===== src/rtl/mem_boot_loader.sv =====
// UART-fed boot loader: fills program memory from a length-prefixed byte stream, then releases the core.
// Latency: a byte is driven onto the memory port combinationally in its strobe cycle; no backpressure on rx. Optional checksum via MEM_BOOT_LOADER_ACK_EN.
module mem_boot_loader #(
    parameter int          ADDR_W  = 10,
    parameter int          DEPTH   = 1024,
    parameter logic [23:0] TIMEOUT = 24'd12000000
) (
    input  logic              i_clk,
    input  logic              i_rst,
    input  logic              i_rx_valid,
    input  logic [7:0]        i_rx_data,
    input  logic              i_reload,
    input  logic [ADDR_W-1:0] i_cpu_addr,
    input  logic              i_cpu_we,
    input  logic [7:0]        i_cpu_wdata,
    input  logic              i_cpu_re,
    output logic [ADDR_W-1:0] o_mem_addr,
    output logic              o_mem_we,
    output logic [7:0]        o_mem_wdata,
    output logic              o_mem_re,
    output logic              o_cpu_rst,
    output logic              o_err,
    output logic              o_tx_valid,
    output logic [7:0]        o_tx_data,
    input  logic              i_tx_ready
);

    typedef enum logic [2:0] {
        S_LEN_LO = 3'd0,
        S_LEN_HI = 3'd1,
        S_DATA   = 3'd2,
        S_ACK    = 3'd3,
        S_RUN    = 3'd4
    } state_t;

    state_t            state_q, state_d;
    logic [15:0]       len_q;
    logic [ADDR_W:0]   count_q;
    logic [7:0]        sum_q;
    logic [23:0]       timer_q;
    logic              err_q;

    logic [15:0]       hdr_len;
    logic              len_ok;
    logic              timer_on;
    logic              timeout_hit;
    logic              last_byte;

    assign hdr_len     = {i_rx_data, len_q[7:0]};
    assign len_ok      = (hdr_len != 16'd0) && (hdr_len <= 16'(DEPTH));
    assign timer_on    = (state_q == S_LEN_HI) || (state_q == S_DATA);
    // A byte arriving in the expiry cycle takes priority over the abort.
    assign timeout_hit = timer_on && !i_rx_valid && (timer_q == TIMEOUT - 24'd1);
    assign last_byte   = i_rx_valid && (16'(count_q) == len_q - 16'd1);

    always_ff @(posedge i_clk) begin
        if (i_rst) begin
            state_q <= S_LEN_LO;
        end else begin
            state_q <= state_d;
        end
    end

    always_comb begin
        state_d = state_q;
        case (state_q)
            S_LEN_LO: if (i_rx_valid) state_d = S_LEN_HI;
            S_LEN_HI: begin
                if (i_rx_valid)       state_d = len_ok ? S_DATA : S_LEN_LO;
                else if (timeout_hit) state_d = S_LEN_LO;
            end
            S_DATA: begin
                if (last_byte)        state_d = S_ACK;
                else if (timeout_hit) state_d = S_LEN_LO;
            end
`ifdef MEM_BOOT_LOADER_ACK_EN
            S_ACK:    if (i_tx_ready) state_d = S_RUN;
`else
            S_ACK:    state_d = S_RUN;
`endif
            S_RUN:    if (i_reload) state_d = S_LEN_LO;
            default:  state_d = S_LEN_LO;
        endcase
    end

    always_comb begin
        o_mem_addr  = count_q[ADDR_W-1:0];
        o_mem_we    = 1'b0;
        o_mem_wdata = 8'h00;
        o_mem_re    = 1'b0;
        if (state_q == S_RUN) begin
            o_mem_addr  = i_cpu_addr;
            o_mem_we    = i_cpu_we;
            o_mem_wdata = i_cpu_wdata;
            o_mem_re    = i_cpu_re;
        end else if (state_q == S_DATA && i_rx_valid) begin
            o_mem_we    = 1'b1;
            o_mem_wdata = i_rx_data;
        end
    end

    assign o_cpu_rst = (state_q != S_RUN);
    assign o_err     = err_q;

`ifdef MEM_BOOT_LOADER_ACK_EN
    assign o_tx_valid = (state_q == S_ACK);
    assign o_tx_data  = (state_q == S_ACK) ? sum_q : 8'h00;
`else
    logic unused_tx_ready;
    assign unused_tx_ready = i_tx_ready;
    assign o_tx_valid      = 1'b0;
    assign o_tx_data       = 8'h00;
`endif

    always_ff @(posedge i_clk) begin
        if (i_rst) begin
            len_q   <= '0;
            count_q <= '0;
            sum_q   <= '0;
            timer_q <= '0;
            err_q   <= 1'b0;
        end else begin
            if (!timer_on || i_rx_valid || timeout_hit) begin
                timer_q <= '0;
            end else begin
                timer_q <= timer_q + 24'd1;
            end

            case (state_q)
                S_LEN_LO: if (i_rx_valid) len_q[7:0] <= i_rx_data;
                S_LEN_HI: begin
                    if (i_rx_valid) begin
                        len_q <= hdr_len;
                        if (len_ok) begin
                            count_q <= '0;
                            sum_q   <= '0;
                            err_q   <= 1'b0;
                        end else begin
                            err_q   <= 1'b1;
                        end
                    end else if (timeout_hit) begin
                        err_q   <= 1'b1;
                        count_q <= '0;
                    end
                end
                S_DATA: begin
                    if (i_rx_valid) begin
                        sum_q   <= sum_q + i_rx_data;
                        count_q <= count_q + 1'b1;
                    end else if (timeout_hit) begin
                        err_q   <= 1'b1;
                        count_q <= '0;
                    end
                end
                default: ;
            endcase
        end
    end

endmodule


===== config.mk =====
export PLATFORM = sky130hd
export DESIGN_NAME = mem_boot_loader
export DESIGN_NICKNAME = d
export VERILOG_FILES = /design/src/rtl/mem_boot_loader.sv
export SDC_FILE = /design/constraint.sdc
export NUM_CORES = 1
export LEC_CHECK = 0
export ABC_AREA = 0
export CORE_MARGIN = 3
export CORE_UTILIZATION = 52
export CTS_CLUSTER_DIAMETER = 120
export DETAILED_ROUTE_END_ITERATION = 6
export PLACE_DENSITY_LB_ADDON = 0.08
export SLEW_MARGIN = 20
export SYNTH_ARGS = -nofsm -noshare
export SYNTH_HDL_FRONTEND = slang
export SYNTH_SLANG_ARGS = --single-unit

===== constraint.sdc =====
create_clock -name i_clk -period 2.95 [get_ports i_clk]
set_input_delay 0.59 -clock i_clk [delete_from_list [all_inputs] [get_ports i_clk]]
set_output_delay 0.59 -clock i_clk [all_outputs]
set_load 0.05 [all_outputs]

Word-level counts from Yosys, hierarchy flattened
Cells that the tools add are included.

$add $sub $neg: 3. Order comparisons: 1. Eq/ne operators: 11. Mux-type cells: 25. Bitwise operators: 1. Reductions and logical operators: 19.

Operators with widths (count): 11-bit two-way mux (4); 24-bit by 1-bit adder with 24-bit output, second input constant (1); 24-bit == test, second input constant (1); 8-bit two-way mux (3); 11-bit case mux with 2 select lines (1); 11-bit by 16-bit == test with 1-bit output (1); 16-bit by 11-bit <= comparator with 1-bit output, second input constant (1); 8-bit case mux with 2 select lines (1); 16-bit nonzero test (1); 16-bit by 1-bit subtractor with 16-bit output, second input constant (1); 3-bit two-way mux (5); 3-bit case mux with 5 select lines (1); 11-bit by 1-bit adder with 11-bit output, second input constant (1); 10-bit two-way mux (1); 2-bit AND reduction (4); 1-bit two-way mux (7); 3-bit by 2-bit == test with 1-bit output, second input constant (2); 2-bit != test, second input constant (3); 3-bit != test, second input constant (2); 1-bit logical AND (5); 3-bit by 1-bit == test with 1-bit output, second input constant (1); 3-bit == test, second input constant (1); 3-bit zero test (1); 1-bit logical OR (3); other kinds (7) (8).

Register bits after elaboration: 55. Bits of input ports: 33. Output and inout bits: 31. Logic and storage cells: 66.

Longest topological paths before layout
Depth in word-level cells: 7. Mapped depth: 10. Mapped depth without buffers: 8.

Least setup slack after synthesis
Ideal clock, no wire load.

Kind: flip-flop to output port. Start: register state_q[0]. End: output o_mem_addr[7]. Data arrival time: 2129 ps. Data required time: 2360 ps. Path slack: 231 ps. Cell stages (with the launch flop): 6. Path buffers: 2. Cell sequence: dfxtp_1 > clkbuf_1 > nor2_1 > and2_1 > clkbuf_1 > o21ai_0.

Cells in the longest elaborated chain, start to end: 2.

Ends and longest elaborated chain: start, declared (RTL line 36) `state_t state_q, state_d;`; start signal, assigned (RTL line 60) `state_q <= state_d;`; 3-bit == test (RTL line 91) `if (state_q == S_RUN) begin`; 10-bit two-way mux (RTL line 91); end, declared (RTL line 17) `output logic [ADDR_W-1:0] o_mem_addr,`.

No other way between the ends.

Final worst setup path
Start: register len_q[0]. End: register count_q[7].

Cells in the longest elaborated chain, start to end: 4. Elaborated cells on any way between the ends: 5. Classes of those cells: order compare (1); eq/ne (1); reduce/logical (3).

Ends and longest elaborated chain: start, declared (RTL line 37) `logic [15:0] len_q;`; start signal, assigned (RTL line 130) `S_LEN_LO: if (i_rx_valid) len_q[7:0] <= i_rx_data;`; start signal, assigned (RTL line 133) `len_q <= hdr_len;`; 16-bit by 11-bit <= comparator with 1-bit output / 16-bit nonzero test (equally long branches) (RTL line 50) `assign len_ok = (hdr_len != 16'd0) && (hdr_len <= 16'(DEPTH));`; 1-bit logical AND (*) (RTL line 50); 3-bit != test (no source line) (*); 2-bit AND reduction (no source line) (*); end signal, assigned (RTL line 149) `count_q <= count_q + 1'b1;`; end, declared (RTL line 38) `logic [ADDR_W:0] count_q;`.

Mark *: on every way between the ends. The rest lies on a longest branch, timed or not. A chain may end at the register's enable or synchronous reset.

==> impl_metrics.prom <==
# TYPE chip_impl_metric gauge
chip_impl_info{name="tritoncts",value="yes"} 1
chip_impl_metric{name="final.setup.worst_slack",unit="ns"} 0.277
chip_impl_metric{name="die-width",unit="um"} 86.0
chip_impl_metric{name="grt_pass1_vias",unit=""} 2919
chip_impl_metric{name="timing.critical_path.fanout_max",unit=""} 10
chip_impl_metric{name="arrival",unit="ns"} 2.87
chip_impl_info{name="most_used_cells_in_the_layout_excluding_fill_and_tap_cells",value="55 x dfxtp_1, 49 x nand2_1, 43 x nor2_1, 33 x a21oi_1, 32 x clkdlybuf4s50_1"} 1
chip_impl_metric{name="placementRows",unit=""} 28
chip_impl_metric{name="power-per-cell-area",unit="nW/um2"} 380
chip_impl_metric{name="multi_input_area",unit="um2"} 2050
chip_impl_metric{name="synthesis.area_per_instance",unit="um2"} 7.93
chip_impl_metric{name="vdd_ir_drop_max",unit="mV"} 0.276
chip_impl_metric{name="post_synth_inst_count",unit=""} 420
chip_impl_metric{name="grt_pass1_wl",unit="um"} 13600
chip_impl_info{name="leading_cell_types_by_total_area_after_synthesis",value="dfxtp_1 33%, nand2_1 5.5%, xor2_1 5.0%, a21oi_1 5.0%, nor2_1 4.8%"} 1
chip_impl_metric{name="area_delta_synth_final",unit="%"} 23.3
chip_impl_info{name="rsz_0062_raised_after_global_routing",value="false"} 1
chip_impl_metric{name="cts.sinks",unit=""} 55
chip_impl_metric{name="maxCapViolCount",unit=""} 0
chip_impl_metric{name="grt_use_total",unit="%"} 22.6
chip_impl_metric{name="final.period_utilization",unit="%"} 90.6
chip_impl_info{name="setup.worst_path.end_class",value="register"} 1
chip_impl_metric{name="max_freq",unit="GHz"} 0.374
chip_impl_metric{name="grt_max_degree",unit=""} 32
chip_impl_metric{name="clock_tree.buffer_depth",unit=""} 2
chip_impl_metric{name="number_of_cells_upsized_or_downsized_after_cts",unit=""} 0
chip_impl_metric{name="share_of_final_layout_standard_cells_stronger_than_drive_strength_1",unit="%"} 14.5
chip_impl_info{name="outcome",value="finished, final reports clean"} 1
chip_impl_metric{name="number_of_synthesized_register_bits",unit=""} 55
chip_impl_metric{name="worst_path_largest_cell_delay",unit="ns"} 0.52
chip_impl_metric{name="summed_negative_setup_slack_over_all_endpoints",unit="ns"} 0
chip_impl_metric{name="congestion_overflow_gr",unit=""} 0
chip_impl_info{name="yosysTopAreaCell",value="dfxtp_1"} 1
chip_impl_metric{name="clock_tree.htree_level_count",unit=""} 2
chip_impl_info{name="worst_hold_path_type",value="reg -> reg"} 1
chip_impl_metric{name="total_leakage_power",unit="uW"} 0.00152
chip_impl_metric{name="timing.clock.skew",unit="ns"} 0.00362
chip_impl_info{name="critical_path.startpoint_type",value="register"} 1
chip_impl_metric{name="netlist.area_leader.share",unit="%"} 33.1
chip_impl_metric{name="vias",unit=""} 3121
chip_impl_metric{name="io_buffers",unit=""} 53
chip_impl_metric{name="diodes",unit=""} 0
chip_impl_metric{name="floorplan.initialDensity",unit="%"} 54.9
chip_impl_info{name="setup.worst_path.class",value="reg -> reg"} 1
chip_impl_metric{name="critical_path.n_buffers_inverters",unit=""} 2
chip_impl_metric{name="drt_pass1_iterations",unit=""} 5
chip_impl_metric{name="synth-warning-count",unit=""} 0
chip_impl_metric{name="dieArea",unit="um2"} 7400
chip_impl_metric{name="drt_first_iter_violations",unit=""} 182
chip_impl_metric{name="syn_area",unit="um2"} 3330
chip_impl_metric{name="drt_drc",unit=""} 0
chip_impl_metric{name="via_per_inst",unit=""} 5.73
chip_impl_metric{name="cts_buffers",unit=""} 5
chip_impl_info{name="cpLargestDelayFamily",value="compound AO/OA/AOI/OAI gates"} 1
chip_impl_metric{name="max-slew-margin-rel",unit="%"} 51.4
chip_impl_metric{name="final_antenna_net_count",unit=""} 0
chip_impl_metric{name="cts_setup_buffers",unit=""} 0
chip_impl_metric{name="chipHeight",unit="um"} 86.0
chip_impl_info{name="slowest_stage",value="or3b_1"} 1
chip_impl_metric{name="fin_crit_period",unit="ns"} 2.67
chip_impl_metric{name="io_pins",unit=""} 64
chip_impl_metric{name="detailed_place_hpwl",unit="um"} 6040
chip_impl_metric{name="worst-r2r-setup-slack",unit="ns"} 0.28
chip_impl_info{name="sequence_of_cells_on_the_critical_path",value="inv_1, ha_1, or3b_1, o41ai_4, a31oi_1, a2111o_1, buf_4, o21ai_2, a21oi_1"} 1
chip_impl_metric{name="netlist-cell-type-count",unit=""} 56
chip_impl_metric{name="timing.final.setup_violations",unit=""} 0
chip_impl_metric{name="finish.net_count",unit=""} 505
chip_impl_metric{name="report.final.slew_viol_count",unit=""} 0
chip_impl_metric{name="cp_data_required_time",unit="ns"} 3.15
chip_impl_info{name="layout_commonest_cell",value="dfxtp_1"} 1
chip_impl_metric{name="gp_congestion",unit=""} 0.876
chip_impl_metric{name="final-hold-violation-count",unit=""} 0
chip_impl_metric{name="fill_cells",unit=""} 511
chip_impl_metric{name="clk_pin_slew",unit="ns"} 0.10
chip_impl_metric{name="initial_antenna_violation_count",unit=""} 0
chip_impl_metric{name="worstMarginPinSlew",unit="ns"} 0.722
chip_impl_metric{name="count_of_flip_flops_with_a_built_in_enable_after_synthesis",unit=""} 0
chip_impl_metric{name="wire_per_inst",unit="um"} 14.8
chip_impl_metric{name="post-place-ws",unit="ns"} 0.121
chip_impl_metric{name="register_area_share_after_synthesis",unit="%"} 33.1
chip_impl_metric{name="cts_hold_repair.buffers",unit=""} 0
chip_impl_metric{name="async_flop_share",unit="%"} 0
chip_impl_metric{name="worstSkewPairLatency",unit="ns"} 0.31
chip_impl_metric{name="holdWs",unit="ns"} 0.491
chip_impl_info{name="synthFlopType",value="dfxtp_1"} 1
chip_impl_metric{name="layout.area.seq",unit="um2"} 1100
chip_impl_info{name="clock-root-buffer",value="clkbuf_8"} 1
chip_impl_metric{name="core_area",unit="um2"} 6060
chip_impl_metric{name="drt_wl_total",unit="um"} 8070
layer usage:
metal  up-vias  GRT usage [%]  routed length [um]
met3        11           3.36                 240
met1      1467           29.0                3620
met2        50           38.9                4110
met5         -              0                   0
met4         0           6.91                 106
li1       1593              -                   -
registers in the layout (all words and copies together) (netlist names):
| name | flops |
|---|---|
| count_q | 11 |
| len_q | 16 |
| o_err | 1 |
| state_q | 3 |
| timer_q | 24 |
path summary, 6_finish.rpt:
kind,from,cells past startpoint,end
min reg2reg,timer_q[0]$_SDFF_PP0_,1,timer_q[0]$_SDFF_PP0_
max,len_q[0]$_SDFFE_PP0P_,9,count_q[7]$_SDFFE_PP0P_
max reg2reg,len_q[0]$_SDFFE_PP0P_,9,count_q[7]$_SDFFE_PP0P_
min,timer_q[0]$_SDFF_PP0_,1,timer_q[0]$_SDFF_PP0_
metrics by stage:
step	total power (uW)	instance area (um2)	util [%]	instances
after detailed placement	1050	3980	65.7	537
final	1560	4110	67.8	545
after global routing	1630	4110	67.8	545
after CTS	1570	4110	67.8	545
after floorplan	969	3360	-	428
after global placement	1040	3980	65.7	537
cell families (layout without fill, tap and decap cells):
group                      after synthesis  in the layout  share of synthesized area [%]
xor gates and xnor gates                31             31                           8.15
muxes                                   13             13                           4.25
and+or+nand+nor                        192            192                           29.7
other                                    1              9                          0.113
AOI/OAI and AO/OA                       84             84                           17.2
DFF                                     55             55                           33.1
buffers and inverters                   41             83                           6.39
adders and majority gates                3              3                           1.13
report_power, final:
group          leakage (uW)  switching (uW)  internal (uW)  total, uW
logic               0.00101             144            115        260
registers          0.000445            21.1            755        776
clock network     0.0000611             265            262        526
cells in the mapped netlist (2+ instances only):
cell      count
or2_2         3
and4_1        2
nor4_1        7
o21ai_0      11
nand4b_1      3
ha_1          3
xnor2_1      12
xor2_1       19
dfxtp_1      55
inv_1         7
clkbuf_1     20
mux2_2        9
nor3_1        9
nor2_1       43
buf_4         9
a22o_1        8
or3_1         6
a21oi_1      33
nor3b_1       2
o21ai_2       7
nand4_1       9
nand3_1      19
buf_6         3
nor2b_1       2
nand3b_1      7
nand2_1      49
and3_1       13
buf_2         2
mux2i_1       4
or4_1         4
nand2b_1      5
a31oi_1       8
and2_1        3
o311ai_0      2
cell type report:
class / instances / share of cell area [%]
multi-input combinational: 332 / 49.8
sequential: 55 / 26.8
timing repair buffer: 68 / 17.4
tap: 75 / 2.29
clock buffer: 5 / 1.68
clock inverter: 3 / 1.34
inverter: 7 / 0.640
(Power assumes the default switching activity.)
